<file path="config.mk">
export PLATFORM = sky130hd
export DESIGN_NAME = dds_sweep_ctrl
export DESIGN_NICKNAME = d
export VERILOG_FILES = /design/src/rtl/dds_sweep_ctrl.sv
export SDC_FILE = /design/constraint.sdc
export NUM_CORES = 1
export LEC_CHECK = 0
export CAP_MARGIN = 20
export CORE_AREA = 2 2 88 90
export CTS_BUF_LIST = sky130_fd_sc_hd__clkbuf_8
export CTS_CLUSTER_DIAMETER = 40
export CTS_CLUSTER_SIZE = 12
export DETAILED_ROUTE_END_ITERATION = 16
export DIE_AREA = 0 0 90 92
export PLACE_DENSITY_LB_ADDON = 0.1
export SLEW_MARGIN = 15
export SYNTH_ARGS = -nofsm -noshare
export SYNTH_HDL_FRONTEND = slang
export SYNTH_SLANG_ARGS = --single-unit
export TNS_END_PERCENT = 10
</file>
<file path="constraint.sdc">
create_clock -name clk -period 5.9 [get_ports clk]
set_input_delay 1.18 -clock clk [delete_from_list [all_inputs] [get_ports clk]]
set_output_delay 1.18 -clock clk [all_outputs]
set_load 0.03 [all_outputs]
</file>
<file path="src/rtl/dds_sweep_ctrl.sv">
// -----------------------------------------------------------------------------
// dds_sweep_ctrl
//   Frequency-sweep sequencer for a small DDS. On start it latches a sweep
//   description (start/stop tuning word, step, dwell, mode, waveform and
//   amplitude) and walks ftw_out from ftw_start towards ftw_stop. Each value is
//   held for dwell+1 cycles. At the sweep endpoint it finishes (single),
//   reloads the start value (repeat) or reverses direction (ping-pong).
//
// Ports
//   clk, rst_n        clock, synchronous active-low reset
//   start, abort      sweep request (IDLE only) / sweep termination
//   ftw_start/stop    sweep endpoints (W bits)
//   ftw_step          step magnitude, 0 behaves as 1
//   dwell             extra hold cycles per value (DW bits)
//   mode              00 single, 01 repeat, 10 ping-pong, 11 single
//   wavesel_cfg/amp   forwarded to wavesel_out / amp_out while running
//   ftw_out           tuning word to the NCO
//   dds_enable        NCO enable (0 clears the phase accumulator)
//   busy, done, wrap  status: running / completion pulse / endpoint pulse
//   state_dbg         current FSM state (IDLE=0, RUN=1, DONE=2)
//
// Handshake: start is a level sampled on a rising edge while IDLE and abort is
// low; there is no acknowledge other than busy rising on the next cycle.
// abort is sampled every edge in RUN/DONE and always wins over an endpoint.
// -----------------------------------------------------------------------------
module dds_sweep_ctrl #(
  parameter int W  = 6,
  parameter int DW = 8
) (
  input  logic          clk,
  input  logic          rst_n,
  input  logic          start,
  input  logic          abort,
  input  logic [W-1:0]  ftw_start,
  input  logic [W-1:0]  ftw_stop,
  input  logic [W-1:0]  ftw_step,
  input  logic [DW-1:0] dwell,
  input  logic [1:0]    mode,
  input  logic [1:0]    wavesel_cfg,
  input  logic [5:0]    amp_cfg,
  output logic [W-1:0]  ftw_out,
  output logic [1:0]    wavesel_out,
  output logic [5:0]    amp_out,
  output logic          dds_enable,
  output logic          busy,
  output logic          done,
  output logic          wrap,
  output logic [1:0]    state_dbg
);

  typedef enum logic [1:0] {
    S_IDLE = 2'd0,
    S_RUN  = 2'd1,
    S_DONE = 2'd2
  } state_t;

  localparam logic [1:0] MODE_REPEAT = 2'b01;
  localparam logic [1:0] MODE_PINGPONG = 2'b10;

  state_t        state_q, state_d;
  logic [W-1:0]  ftw_q, ftw_d;
  logic [1:0]    wavesel_q, wavesel_d;
  logic [5:0]    amp_q, amp_d;
  logic          en_q, en_d;
  logic          busy_q, busy_d;
  logic          done_q, done_d;
  logic          wrap_q, wrap_d;

  // Latched sweep description.
  logic [W-1:0]  a_q, a_d;         // ftw_start
  logic [W-1:0]  b_q, b_d;         // ftw_stop
  logic [W-1:0]  step_q, step_d;
  logic [DW-1:0] dwell_q, dwell_d;
  logic [1:0]    mode_q, mode_d;
  logic          up_q, up_d;       // current walking direction
  logic          tgt_b_q, tgt_b_d; // 1: heading for ftw_stop, 0: for ftw_start
  logic [DW-1:0] cnt_q, cnt_d;     // cycles already spent on the current value

  logic [W-1:0]  target;
  logic [W-1:0]  rev_target;

  // One step towards tgt, clamped at tgt. The W+1 bit arithmetic keeps the
  // carry/borrow visible so a big step can never wrap past the endpoint.
  function automatic logic [W-1:0] step_fn(input logic [W-1:0] cur,
                                           input logic          up,
                                           input logic [W-1:0]  tgt,
                                           input logic [W-1:0]  stp);
    logic [W:0] ext;
    logic [W-1:0] res;
    if (up) begin
      ext = {1'b0, cur} + {1'b0, stp};
      res = (ext > {1'b0, tgt}) ? tgt : ext[W-1:0];
    end else begin
      ext = {1'b0, cur} - {1'b0, stp};
      res = (ext[W] || (ext[W-1:0] < tgt)) ? tgt : ext[W-1:0];
    end
    return res;
  endfunction

  assign target     = tgt_b_q ? b_q : a_q;
  assign rev_target = tgt_b_q ? a_q : b_q;

  always_comb begin
    state_d   = state_q;
    ftw_d     = ftw_q;
    wavesel_d = wavesel_q;
    amp_d     = amp_q;
    en_d      = en_q;
    busy_d    = busy_q;
    done_d    = 1'b0;
    wrap_d    = 1'b0;
    a_d       = a_q;
    b_d       = b_q;
    step_d    = step_q;
    dwell_d   = dwell_q;
    mode_d    = mode_q;
    up_d      = up_q;
    tgt_b_d   = tgt_b_q;
    cnt_d     = cnt_q;

    case (state_q)
      S_IDLE: begin
        ftw_d     = '0;
        wavesel_d = '0;
        amp_d     = '0;
        en_d      = 1'b0;
        busy_d    = 1'b0;
        if (start && !abort) begin
          state_d   = S_RUN;
          a_d       = ftw_start;
          b_d       = ftw_stop;
          step_d    = (ftw_step == '0) ? {{(W-1){1'b0}}, 1'b1} : ftw_step;
          dwell_d   = dwell;
          mode_d    = mode;
          up_d      = (ftw_start <= ftw_stop);
          tgt_b_d   = 1'b1;
          cnt_d     = '0;
          ftw_d     = ftw_start;
          wavesel_d = wavesel_cfg;
          amp_d     = amp_cfg;
          en_d      = 1'b1;
          busy_d    = 1'b1;
        end
      end

      S_RUN: begin
        if (abort) begin
          state_d   = S_IDLE;
          ftw_d     = '0;
          wavesel_d = '0;
          amp_d     = '0;
          en_d      = 1'b0;
          busy_d    = 1'b0;
        end else if (cnt_q == dwell_q) begin
          cnt_d = '0;
          if (ftw_q == target) begin
            if (mode_q == MODE_REPEAT) begin
              ftw_d  = a_q;
              wrap_d = 1'b1;
            end else if (mode_q == MODE_PINGPONG) begin
              // Turn around and take the first step immediately; with equal
              // endpoints the clamp keeps the value where it is.
              up_d    = !up_q;
              tgt_b_d = !tgt_b_q;
              ftw_d   = step_fn(ftw_q, !up_q, rev_target, step_q);
              wrap_d  = 1'b1;
            end else begin
              state_d   = S_DONE;
              ftw_d     = '0;
              wavesel_d = '0;
              amp_d     = '0;
              en_d      = 1'b0;
              busy_d    = 1'b0;
              done_d    = 1'b1;
            end
          end else begin
            ftw_d = step_fn(ftw_q, up_q, target, step_q);
          end
        end else begin
          cnt_d = cnt_q + 1'b1;
        end
      end

      S_DONE: begin
        // Outputs already at idle values; done drops via its default.
        state_d = S_IDLE;
      end

      default: begin
        state_d   = S_IDLE;
        ftw_d     = '0;
        wavesel_d = '0;
        amp_d     = '0;
        en_d      = 1'b0;
        busy_d    = 1'b0;
      end
    endcase
  end

  always_ff @(posedge clk) begin
    if (!rst_n) begin
      state_q   <= S_IDLE;
      ftw_q     <= '0;
      wavesel_q <= '0;
      amp_q     <= '0;
      en_q      <= 1'b0;
      busy_q    <= 1'b0;
      done_q    <= 1'b0;
      wrap_q    <= 1'b0;
      a_q       <= '0;
      b_q       <= '0;
      step_q    <= '0;
      dwell_q   <= '0;
      mode_q    <= '0;
      up_q      <= 1'b0;
      tgt_b_q   <= 1'b0;
      cnt_q     <= '0;
    end else begin
      state_q   <= state_d;
      ftw_q     <= ftw_d;
      wavesel_q <= wavesel_d;
      amp_q     <= amp_d;
      en_q      <= en_d;
      busy_q    <= busy_d;
      done_q    <= done_d;
      wrap_q    <= wrap_d;
      a_q       <= a_d;
      b_q       <= b_d;
      step_q    <= step_d;
      dwell_q   <= dwell_d;
      mode_q    <= mode_d;
      up_q      <= up_d;
      tgt_b_q   <= tgt_b_d;
      cnt_q     <= cnt_d;
    end
  end

  assign ftw_out     = ftw_q;
  assign wavesel_out = wavesel_q;
  assign amp_out     = amp_q;
  assign dds_enable  = en_q;
  assign busy        = busy_q;
  assign done        = done_q;
  assign wrap        = wrap_q;
  assign state_dbg   = state_q;

endmodule

</file>
==> flow_summary.json <==
{
  "port_buffers": 59,
  "finalWeightedCongestion": 0.990,
  "gr_ovfl_total": 0,
  "synth-edff-count": 0,
  "syn_nets": 619,
  "cts_tree": "yes",
  "grt_pass1_vias": 3962,
  "layout-drive-gt1-share_pct": 6.44,
  "synthesis.instances": 536,
  "critPathMaxFanout": 7,
  "final.setup_skew_ns": 0.00349,
  "final_net_count": 669,
  "grt_start_max_net_pins": 42,
  "source_to_sink_clock_delay_at_the_later_pin_of_the_worst_skew_pair_ns": 0.34,
  "primary_ff_master_synth": "dfxtp_1",
  "placementRows": 32,
  "drt-wirelength-per-cell_microns": 16.8,
  "hpwl_microns": 8870,
  "initial_utilization_pct": 57.5,
  "finalSetupViolations": 0,
  "cts_resized": 0,
  "cts_hold_buffers": 0,
  "synth_commonest_cells": "84 x nand2_1, 57 x dfxtp_1, 55 x a21oi_1",
  "htree_levels": 3,
  "critPathCaptureType": "flip-flop",
  "power-per-cell-area_nw_per_um2": 242,
  "drt_drc_violations_left": 0,
  "finalWorstPathRequiredPeriod_ns": 4.18,
  "kind_of_path_behind_the_tightest_hold_check": "reg -> reg",
  "dieWidth_microns": 90,
  "synth_top_area_share_pct": 26.7,
  "synth_cell_types": 71,
  "max_cap_violations": 0,
  "multiInputGateArea_sq_um": 2910,
  "post_cts.repair.setup_buffers": 0,
  "fmaxAchievable_mhz": 239,
  "hold_ws_ns": 0.469,
  "core-area_sq_um": 7450,
  "cts-root-buf": "clkbuf_8",
  "wl_microns": 11700,
  "route.detailed.vias_per_inst": 5.92,
  "antenna_found_initial": 0,
  "number_of_drc_markers_in_iteration_0": 328,
  "setup.worst_path.start_class": "flip-flop",
  "async_reset_ff_share_pct": 0,
  "die_area_sq_um": 8280,
  "synth_area_per_cell_sq_um": 7.99,
  "hold_viol": 0,
  "netlist_top_cells_area": "dfxtp_1 27%, ha_1 12%, nand2_1 7.4%",
  "yosysWarningCount": 0,
  "leakage_nw": 1.94,
  "slew_headroom_pct": 41.9,
  "final_min_period_over_clock_period_pct": 70.8,
  "worst_setup_hold_path_clk_slew_ns": 0.06,
  "grt_pass1_wl_microns": 19200,
  "unrepaired_setup_endpoints_after_global_routing": "no",
  "power.total_mw": 1.23,
  "timing_worst_slew_pin_value_ns": 0.871,
  "count_of_pins_on_the_block_boundary": 60,
  "antenna-diode-count": 0,
  "detail-route-antenna-nets": 0,
  "area_growth_syn_to_layout_pct": 18.9,
  "synth_sequential_area_ratio_pct": 26.7,
  "die_height_microns": 92,
  "maxSlewViolCount": 0,
  "drt_pre_antenna_iters": 6,
  "arrival_ns": 4.41,
  "cp.required_ns": 6.13,
  "timing_worst_setup_path_type": "reg -> reg",
  "layoutNonFillerInstCount": 692,
  "fin_tns_setup_ns": 0,
  "cts_inserted_buffers": 9,
  "area.sequential_sq_um": 1140,
  "status": "completed",
  "vias": 4098,
  "synth.most_common_cell": "nand2_1",
  "placed_cells": 677,
  "fillerInstances": 665,
  "netlist.top_cell.by_area": "dfxtp_1",
  "clockBufferDepth": 2,
  "synth-seq-cells": 57,
  "mappedNetlistArea_sq_um": 4280,
  "grtUsageTotal_pct": 29.0,
  "clock_sinks": 57,
  "irDropWorstVdd_mv": 0.163
}
==> path summary, 6_finish.rpt <==
kind	from	endpoint	slack [ns]	depth (start not counted)
worst max-delay path	ftw_out[1]	ftw_out[3]	1.72	11
worst min-delay path	dwell_q[0]	dwell_q[0]	0.47	2
worst max register to register	ftw_out[1]	ftw_out[3]	1.72	11
worst min register to register	dwell_q[0]	dwell_q[0]	0.47	2
==> cell families (layout without fill, tap and decap cells) <==
logic type               Yosys count  in the layout  share of synthesized area [%]
flip-flops                        57             57                           26.7
multiplexers                      24             24                           6.72
AO/OA/AOI/OAI                    150            150                           23.6
AND/OR/NAND/NOR                  187            187                           20.7
adder cells (fa/ha/maj)           43             43                           12.9
buffers and inverters             56            110                           5.55
XOR/XNOR                          19             19                           3.89
==> report_power, final <==
group | internal, mW | switching, mW
sequential | 0.401 | 0.0213
combinational | 0.197 | 0.274
clock | 0.182 | 0.155
==> registers in the layout (all words and copies together), names as in the netlist, 2 cells and up <==
register     cells
mode_q           2
wavesel_out      2
amp_out          6
step_q           6
b_q              6
ftw_out          6
a_q              6
cnt_q            8
dwell_q          8
state_dbg        2
==> layout by cell type (no fill, tap or decap), types with 14 or more instances in the layout <==
cell type        count
clkdlybuf4s50_1     59
nand3_1             15
mux2i_1             14
dfxtp_1             57
inv_1               32
xnor2_1             17
ha_1                41
nor2_1              36
nand2_1             84
o21ai_0             22
a21oi_1             55
==> area by class of cell <==
cell class | instances | area share [%]
Sequential cell | 57 | 22.4
Clock buffer | 12 | 3.24
Multi-Input combinational cell | 423 | 57.1
Inverter | 34 | 2.51
Tap cell | 102 | 2.51
Clock inverter | 3 | 0.319
Timing Repair Buffer | 61 | 11.9
==> per-stage QoR <==
| stage | setup WS (ns) | area (sq um) | utilization, % |
|---|---|---|---|
| after detailed placement | 1.76 | 4910 | 65.9 |
| final | 1.72 | 5090 | 68.4 |
| after floorplan | 2.12 | 4280 | - |
| after global placement | 1.77 | 4910 | 65.9 |
| after global routing | 1.51 | 5090 | 68.4 |
| after CTS | 1.74 | 5090 | 68.4 |
==> worst max-delay path: stages, from the launching register on <==
cell and delay, ns:
dfxtp_1 0.49, ha_1 0.31, nor2b_1 0.15, o31a_1 0.28, a21oi_1 0.42, ha_1 0.36
a2111oi_0 0.77, a221oi_4 0.25, mux2_1 0.36, a221oi_1 0.28, o311ai_1 0.17, a31o_1 0.21
==> routing by layer <==
layer  GRT usage, %  vias up  wire length, microns
met4           14.6        0                   354
li1               -     2027                     -
met2           48.9      139                  5580
met5              0        -                     0
met1           36.3     1896                  5100
met3           4.03       36                   626
No activity file was read; power rests on OpenSTA's default activity.
